File: src/rtl/mac_rx_framer.sv
// mac_rx_framer: strips /S/, preamble and SFD from 32-bit XGMII RX words and
// forwards payload+FCS as AXI-Stream beats, flagging aborted/oversize frames.
`default_nettype none

module mac_rx_framer #(
  parameter int MAX_FRAME_BYTES = 1522
) (
  input  logic        i_clk,
  input  logic        i_reset_n,
  input  logic [31:0] i_xgmii_data,
  input  logic [3:0]  i_xgmii_ctl,
  input  logic        i_xgmii_valid,
  input  logic [3:0]  i_term_loc,
  output logic [31:0] o_tdata,
  output logic [3:0]  o_tkeep,
  output logic        o_tvalid,
  output logic        o_tlast,
  output logic        o_tuser,
  output logic        o_frame_good,
  output logic        o_frame_err
);

  typedef enum logic [1:0] {
    IDLE     = 2'd0,
    PREAMBLE = 2'd1,
    DATA     = 2'd2,
    DROP     = 2'd3
  } state_t;

  localparam logic [16:0] MAX_BYTES = 17'(MAX_FRAME_BYTES);

  state_t      state, state_nxt;
  logic [31:0] hold_data, hold_data_nxt;
  logic [3:0]  hold_keep, hold_keep_nxt;
  logic        hold_valid, hold_valid_nxt;
  logic        flush_pending, flush_nxt;
  logic [15:0] byte_count, byte_count_nxt;

  logic [31:0] tdata_nxt;
  logic [3:0]  tkeep_nxt;
  logic        tvalid_nxt, tlast_nxt, tuser_nxt, good_nxt, err_nxt;

  logic [2:0]  term_lane;
  logic        term_onehot;
  logic [3:0]  below_mask;
  logic [31:0] part_data;
  logic [16:0] sum_full, sum_part;
  logic        abort;

  always_comb begin
    term_lane   = 3'd0;
    term_onehot = 1'b1;
    case (i_term_loc)
      4'b0001: term_lane = 3'd0;
      4'b0010: term_lane = 3'd1;
      4'b0100: term_lane = 3'd2;
      4'b1000: term_lane = 3'd3;
      default: term_onehot = 1'b0;
    endcase
  end

  // For a one-hot /T/ location, term_loc-1 marks exactly the data lanes before it.
  assign below_mask = i_term_loc - 4'd1;
  assign part_data  = i_xgmii_data & {{8{below_mask[3]}}, {8{below_mask[2]}},
                                      {8{below_mask[1]}}, {8{below_mask[0]}}};
  assign sum_full   = {1'b0, byte_count} + 17'd4;
  assign sum_part   = {1'b0, byte_count} + {14'd0, term_lane};

  function automatic logic [15:0] sat16(input logic [16:0] v);
    return v[16] ? 16'hFFFF : v[15:0];
  endfunction

  always_comb begin
    state_nxt      = state;
    hold_data_nxt  = hold_data;
    hold_keep_nxt  = hold_keep;
    hold_valid_nxt = hold_valid;
    flush_nxt      = 1'b0;
    byte_count_nxt = byte_count;
    tdata_nxt      = 32'd0;
    tkeep_nxt      = 4'd0;
    tvalid_nxt     = 1'b0;
    tlast_nxt      = 1'b0;
    tuser_nxt      = 1'b0;
    good_nxt       = 1'b0;
    err_nxt        = 1'b0;
    abort          = 1'b0;

    // The tail of a frame ending mid-word goes out one cycle late, valid or not.
    if (flush_pending) begin
      tvalid_nxt     = 1'b1;
      tdata_nxt      = hold_data;
      tkeep_nxt      = hold_keep;
      tlast_nxt      = 1'b1;
      good_nxt       = 1'b1;
      hold_valid_nxt = 1'b0;
    end

    if (i_xgmii_valid) begin
      case (state)
        IDLE: begin
          if (i_xgmii_ctl == 4'b0001 && i_xgmii_data == 32'h555555FB) begin
            state_nxt      = PREAMBLE;
            byte_count_nxt = 16'd0;
          end
        end
        PREAMBLE: begin
          hold_valid_nxt = 1'b0;
          if (i_xgmii_ctl == 4'd0 && i_xgmii_data == 32'hD5555555) begin
            state_nxt = DATA;
          end else begin
            state_nxt = IDLE;
            err_nxt   = 1'b1;
          end
        end
        DATA: begin
          if (i_term_loc == 4'd0) begin
            if (i_xgmii_ctl != 4'd0 || sum_full > MAX_BYTES) begin
              abort = 1'b1;
            end else begin
              if (hold_valid) begin
                tvalid_nxt = 1'b1;
                tdata_nxt  = hold_data;
                tkeep_nxt  = 4'hF;
              end
              hold_data_nxt  = i_xgmii_data;
              hold_keep_nxt  = 4'hF;
              hold_valid_nxt = 1'b1;
              byte_count_nxt = sat16(sum_full);
            end
          end else if (!term_onehot || (i_xgmii_ctl & below_mask) != 4'd0) begin
            abort = 1'b1;
          end else if (term_lane == 3'd0) begin
            state_nxt      = IDLE;
            hold_valid_nxt = 1'b0;
            if (hold_valid) begin
              tvalid_nxt = 1'b1;
              tdata_nxt  = hold_data;
              tkeep_nxt  = 4'hF;
              tlast_nxt  = 1'b1;
              good_nxt   = 1'b1;
            end else begin
              err_nxt = 1'b1;
            end
          end else if (sum_part > MAX_BYTES) begin
            abort = 1'b1;
          end else begin
            if (hold_valid) begin
              tvalid_nxt = 1'b1;
              tdata_nxt  = hold_data;
              tkeep_nxt  = 4'hF;
            end
            hold_data_nxt  = part_data;
            hold_keep_nxt  = below_mask;
            hold_valid_nxt = 1'b1;
            flush_nxt      = 1'b1;
            byte_count_nxt = sat16(sum_part);
            state_nxt      = IDLE;
          end

          if (abort) begin
            if (hold_valid) begin
              tvalid_nxt = 1'b1;
              tdata_nxt  = hold_data;
              tkeep_nxt  = 4'hF;
              tlast_nxt  = 1'b1;
              tuser_nxt  = 1'b1;
            end
            err_nxt        = 1'b1;
            hold_valid_nxt = 1'b0;
            state_nxt      = DROP;
          end
        end
        DROP: begin
          if (i_term_loc != 4'd0 || i_xgmii_ctl == 4'hF) begin
            state_nxt = IDLE;
          end
        end
        default: state_nxt = IDLE;
      endcase
    end
  end

  always_ff @(posedge i_clk) begin
    if (!i_reset_n) begin
      state         <= IDLE;
      hold_data     <= 32'd0;
      hold_keep     <= 4'd0;
      hold_valid    <= 1'b0;
      flush_pending <= 1'b0;
      byte_count    <= 16'd0;
      o_tdata       <= 32'd0;
      o_tkeep       <= 4'd0;
      o_tvalid      <= 1'b0;
      o_tlast       <= 1'b0;
      o_tuser       <= 1'b0;
      o_frame_good  <= 1'b0;
      o_frame_err   <= 1'b0;
    end else begin
      state         <= state_nxt;
      hold_data     <= hold_data_nxt;
      hold_keep     <= hold_keep_nxt;
      hold_valid    <= hold_valid_nxt;
      flush_pending <= flush_nxt;
      byte_count    <= byte_count_nxt;
      o_tdata       <= tdata_nxt;
      o_tkeep       <= tkeep_nxt;
      o_tvalid      <= tvalid_nxt;
      o_tlast       <= tlast_nxt;
      o_tuser       <= tuser_nxt;
      o_frame_good  <= good_nxt;
      o_frame_err   <= err_nxt;
    end
  end

endmodule

`default_nettype wire

File: config.mk
export PLATFORM = sky130hd
export DESIGN_NAME = mac_rx_framer
export DESIGN_NICKNAME = d
export VERILOG_FILES = /design/src/rtl/mac_rx_framer.sv
export SDC_FILE = /design/constraint.sdc
export NUM_CORES = 1
export LEC_CHECK = 0
export ABC_CLOCK_PERIOD_IN_PS = 4800
export CORE_ASPECT_RATIO = 1.75
export CORE_UTILIZATION = 32
export DETAILED_ROUTE_END_ITERATION = 10
export SETUP_SLACK_MARGIN = 0.5
export SLEW_MARGIN = 20
export SYNTH_ARGS = -nofsm -noshare
export SYNTH_HDL_FRONTEND = slang
export SYNTH_SLANG_ARGS = --single-unit
File: constraint.sdc
create_clock -name i_clk -period 4.8 [get_ports i_clk]
set_input_delay 0.96 -clock i_clk [delete_from_list [all_inputs] [get_ports i_clk]]
set_output_delay 0.96 -clock i_clk [all_outputs]
set_load 0.02 [all_outputs]
## Word-level counts from Yosys, hierarchy flattened

Cells that the tools add are included.

| word-level totals | value |
|---|---|
| output and inout bits | 41 |
| input bits | 43 |
| word-level logic and storage cells | 165 |
| register bits | 97 |

| cells by class | value |
|---|---|
| muxes and demuxes | 97 |
| bitwise operators | 5 |
| add/subtract/negate cells | 3 |
| reduce and logical (&&, ||, !) cells | 21 |
| $lt $le $gt $ge | 2 |
| equal/unequal tests | 24 |

Operators with widths:

| kind | number |
|---|---|
| 2-to-1 mux 32 bit | 16 |
| 2-to-1 mux 16 bit | 8 |
| 2-to-1 mux 4 bit | 16 |
| 2-to-1 mux 1 bit | 44 |
| greater-than comparator 17 x 11 -> 1 bit, second input constant | 2 |
| AND 32 bit | 1 |
| equality test 32 x 31 -> 1 bit, second input constant | 1 |
| equality test 32 bit, second input constant | 1 |
| one-hot mux 16 bit (2 select lines) | 1 |
| inequality test 3 bit, second input constant | 6 |
| adder 16 x 3 -> 17 bit | 1 |
| adder 16 x 3 -> 17 bit, second input constant | 1 |
| 2-to-1 mux 2 bit | 8 |
| inequality test 2 bit, second input constant | 6 |
| AND reduction 6 bit | 2 |
| nonzero test 4 bit | 3 |
| equality test 4 x 1 -> 1 bit, second input constant | 2 |
| equality test 4 bit, second input constant | 2 |
| logical NOT 4 bit | 2 |
| one-hot mux 2 bit (4 select lines) | 1 |
| AND reduction 7 bit | 1 |
| one-hot mux 2 bit (3 select lines) | 1 |
| OR reduction 6 bit | 1 |
| AND 4 bit | 1 |
| other kinds (17) | 24 |

## Depth between registers and ports, before layout

Gate-level depths: netlist of run 1.

| logic depth | value |
|---|---|
| depth after elaboration | 13 |
| depth in mapped cells | 19 |
| depth with buffers taken out | 16 |

## Least setup slack after synthesis of run 1

Ideal clock, no wire load.

| timing path | value |
|---|---|
| path kind | input to register |
| start point | in i_term_loc[0] |
| end point | reg byte_count[14] |
| library setup time | 0.116 ns |
| arrival | 4.355 ns |
| stages | 19 |
| data required time | 4.684 ns |
| setup slack | 0.329 ns |
| buffers on the path | 3 |
| path through | inv_1 > ha_1 > clkbuf_1 > mux2i_1 > nor2_1 > ha_1 > inv_1 > fa_1 > clkbuf_1 > nand2b_1 > or3_1 > a221oi_2 > nor4b_2 > o21ai_0 > nor2_1 > nor2_2 > o32a_1 > buf_6 > and3_1 |

| between the ends | value |
|---|---|
| word-level cells in the longest chain between the ends | 9 |
| elaborated cells between the ends (all ways) | 27 |
| classes of those cells | add/sub: 2; order compare: 1; eq/ne: 8; mux: 8; bitwise: 1; reduce/logical: 7 |

Ends and longest elaborated chain:

| item | line | source |
|---|---|---|
| from (decl) | 13 | `input logic [3:0] i_term_loc,` |
| parallel branches: the longest is 9 deep, another holds adder 16 x 3 -> 17 bit | -- |  |
| to (signal assigned) | 205 | `byte_count <= byte_count_nxt;` |
| to (decl) | 37 | `logic [15:0] byte_count, byte_count_nxt;` |

Parallel ways; which one is timed is not known. The select of a mux whose other input is x is not followed.
A chain may end at the register's enable or synchronous reset.

## Worst setup path after layout of run 1

| timing path | value |
|---|---|
| start point | in i_term_loc[3] |
| end point | reg byte_count[2] |

Same word-level chain as after synthesis.

==> results of run 1 <==
[layout make-up]
class                           count  share of cell area, %
Inverter                           15                  0.925
Tap cell                          180                   3.70
Clock buffer                        9                   3.70
Timing Repair Buffer              107                   16.9
Clock inverter                      7                  0.966
Sequential cell                    97                   31.9
Multi-Input combinational cell    403                   41.9
[through the flow]
stage	cells	util, %	area, um2	total power, mW
after floorplan	556	-	4660	0.867
after global placement	799	39.9	5710	0.929
after detailed placement	799	39.9	5710	0.931
after CTS	815	42.1	6020	1.63
after global routing	818	42.6	6090	1.69
final	818	42.6	6090	1.62
[critical path: stages]
cell and delay (ns):
clkdlybuf4s50_1 0.54, mux2i_1 0.09, nor2_1 0.13, ha_2 0.20, inv_1 0.05, fa_2 0.33
nand2b_4 0.17, or3_4 0.35, a221oi_4 0.27, a21oi_1 0.12, o21ai_1 0.16, nor2_1 0.06
buf_4 0.15, nor2_4 0.16, o32a_1 0.22, buf_6 0.18, mux2i_2 0.24
[routing by layer]
| layer | global-route usage, % | vias to the layer above | share of wire, % |
|---|---|---|---|
| met2 | 35.7 | 119 | 56 |
| met5 | 0 | - | 0 |
| met1 | 17.8 | 1994 | 37 |
| met4 | 6.64 | 0 | 2.5 |
| met3 | 2.82 | 25 | 3.8 |
| li1 | - | 2107 | - |
[what timing repair did]
action | in CTS | in global routing
endpoints found under the setup margin | 54 | 57
pin swaps | 2 | 3
hold buffers | 0 | 0
buffers inserted | 0 | 3
resized for setup | 11 | 7
[registers in the layout, indices dropped and copies added (netlist names)]
signal / flops
o_tlast: 1
state: 2
o_frame_err: 1
byte_count: 16
o_tdata: 32
o_tvalid: 1
hold_valid: 1
o_tuser: 1
hold_data: 32
o_tkeep: 4
flush_pending: 1
hold_keep: 4
o_frame_good: 1
[power breakdown]
group,switching (mW),internal [mW]
Clock,0.341,0.362
Sequential,0.0000000841,0.804
Combinational,0.0578,0.0533
[path summary, 6_finish.rpt]
check	slack, ns	cells after the start	end	from
worst max-delay path	0.66	17	byte_count[2]$_SDFFE_PN0P_	i_term_loc[3]
worst min-delay path	0.45	2	hold_data[0]$_SDFFE_PN0P_	hold_data[0]$_SDFFE_PN0P_
worst max register to register	1.14	11	byte_count[8]$_SDFFE_PN0P_	byte_count[2]$_SDFFE_PN0P_
worst min register to register	0.45	2	hold_data[0]$_SDFFE_PN0P_	hold_data[0]$_SDFFE_PN0P_
[placed cells by master, fill, tap and decap left out, types with 11 or more instances in the layout]
| master | Yosys | layout |
|---|---|---|
| o21ai_0 | 35 | 34 |
| buf_4 | 4 | 21 |
| nand2_1 | 70 | 70 |
| mux2i_1 | 12 | 11 |
| inv_1 | 15 | 13 |
| o21ai_1 | 17 | 18 |
| clkdlybuf4s50_1 | 0 | 80 |
| dfxtp_1 | 97 | 97 |
| a21oi_1 | 18 | 18 |
| and2_1 | 36 | 36 |
| nor3_1 | 13 | 13 |
| nor2_1 | 20 | 20 |
| nand3_1 | 48 | 48 |
[logic make-up (layout without fill, tap and decap cells)]
kind of cell,count (synthesis),in the layout,share of synthesized area [%]
adder cells (fa/ha/maj),12,12,3.39
flip-flops,97,97,41.7
buffers and inverters,56,138,5.22
AO/OA/AOI/OAI,114,114,15.1
AND/OR/NAND/NOR,251,251,29.3
XOR/XNOR,13,13,2.45
multiplexers,13,13,2.82
==> results.ini, run 1 <==
[outcome]
status = finished clean

[route]
drt_pass1_iterations = 4
drtAntennaViolNets = 0
drc = 0
wl_per_cell_um = 16.1
post_drt_via_cell_ratio = 5.19
vias = 4245
wirelength_mm = 13.2
drt-initial-drc-count = 184

[cells_and_area]
drive_gt1_share_pct = 9.72
seq_area_um2 = 1940
area_delta_synth_final_pct = 30.8
fill_cells = 1412
multi_input_area_um2 = 2550
fin_nets = 688
num_antenna_cells = 0

[placed_design]
place_congestion = 0.949
dp_hpwl_mm = 9.82
dp_slack_ns = -0.0347
portBuffers = 83

[run]
drv_cap = 0

[timing]
final.setup.tns_ns = 0
period_share_pct = 86.2
final_max_slew_viol_count = 0
relSlewSlack_pct = 33.4
setup-violations-final = 0
skew_ns = 0.00830
max_slew.worst_pin.slew_ns = 0.997
min_period_ns = 4.14
whs_ns = 0.451
fmax_mhz = 242
worst_slack_ns = 0.664
finalHoldViolCount = 0
rsz0062_at_grt = no

[floorplan]
core_um2 = 14300
num_rows = 58
die_x_um = 93.2
die_h_um = 162
ioPinCount = 84
die-area_um2 = 15000
initial_core_util_pct = 32.5

[synthesis]
ys_warn_count = 0
synth.largest_area_cell = dfxtp_1
ys_types = 64
avgSynthCellArea_um2 = 8.37
synthTopCellsByCount = dfxtp_1, nand2_1, nand3_1, and2_1, o21ai_0
yosys-top-cells-area = dfxtp_1, nand2_1, nand3_1
synthFlopType = dfxtp_1
syn_inst = 556
synth-edff-count = 0
ys_seq_area_share_pct = 41.7
synth_area_um2 = 4650
yosysMostFrequentCell = dfxtp_1
yosys_register_bits = 97
async_flop_share_pct = 0
syn_nets = 611
synthDominantCellAreaShare_pct = 41.7

[clock_network]
clk_pin_slew_ns = 0.08
cts-htree-levels = 3
tritoncts = yes
clockBufferDepth = 2
clock_latency_ns = 0.35
numCtsBuffers = 9
cts_root_buf = clkbuf_16
cts.sinks = 97

[global_route]
track_usage_pct = 17.9
grt_pass1_wl_mm = 21.0
first_global_vias = 4323
antenna_found_initial = 0
grt_max_degree = 49
gr-total-overflow = 0

[worst_setup_path]
crit_fanout = 8
critPathKind = primary input to flip-flop
critPathCaptureType = flip-flop
cp-start-kind = primary input
worstPathRequired_ns = 5.07
crit_arrival_ns = 4.41

[pwr]
power.density_nw_per_um2 = 266
peakVddDrop_mv = 0.124
power_leakage_nw = 2.29

[hold_path]
hold_class = flip-flop to flip-flop

No activity file was read; power rests on OpenSTA's default activity.
==> run 2: changes to the inputs <==
--- a/config.mk
+++ b/config.mk
@@ -8,6 +8,7 @@
 export ABC_CLOCK_PERIOD_IN_PS = 4800
 export CORE_ASPECT_RATIO = 1.75
 export CORE_UTILIZATION = 32
+export CTS_BUF_LIST = sky130_fd_sc_hd__clkbuf_16
 export DETAILED_ROUTE_END_ITERATION = 10
 export SETUP_SLACK_MARGIN = 0.5
 export SLEW_MARGIN = 20
==> results of run 2 <==
Final layout, timing and power as in run 1 (identical DEF).
==> run 3: changes to the inputs <==
--- a/config.mk
+++ b/config.mk
@@ -10,6 +10,7 @@
 export CORE_UTILIZATION = 32
 export CTS_BUF_LIST = sky130_fd_sc_hd__clkbuf_16
 export DETAILED_ROUTE_END_ITERATION = 10
+export HOLD_SLACK_MARGIN = 0.05
 export SETUP_SLACK_MARGIN = 0.5
 export SLEW_MARGIN = 20
 export SYNTH_ARGS = -nofsm -noshare
==> results of run 3 <==
Final layout, timing and power as in run 1 (identical DEF).
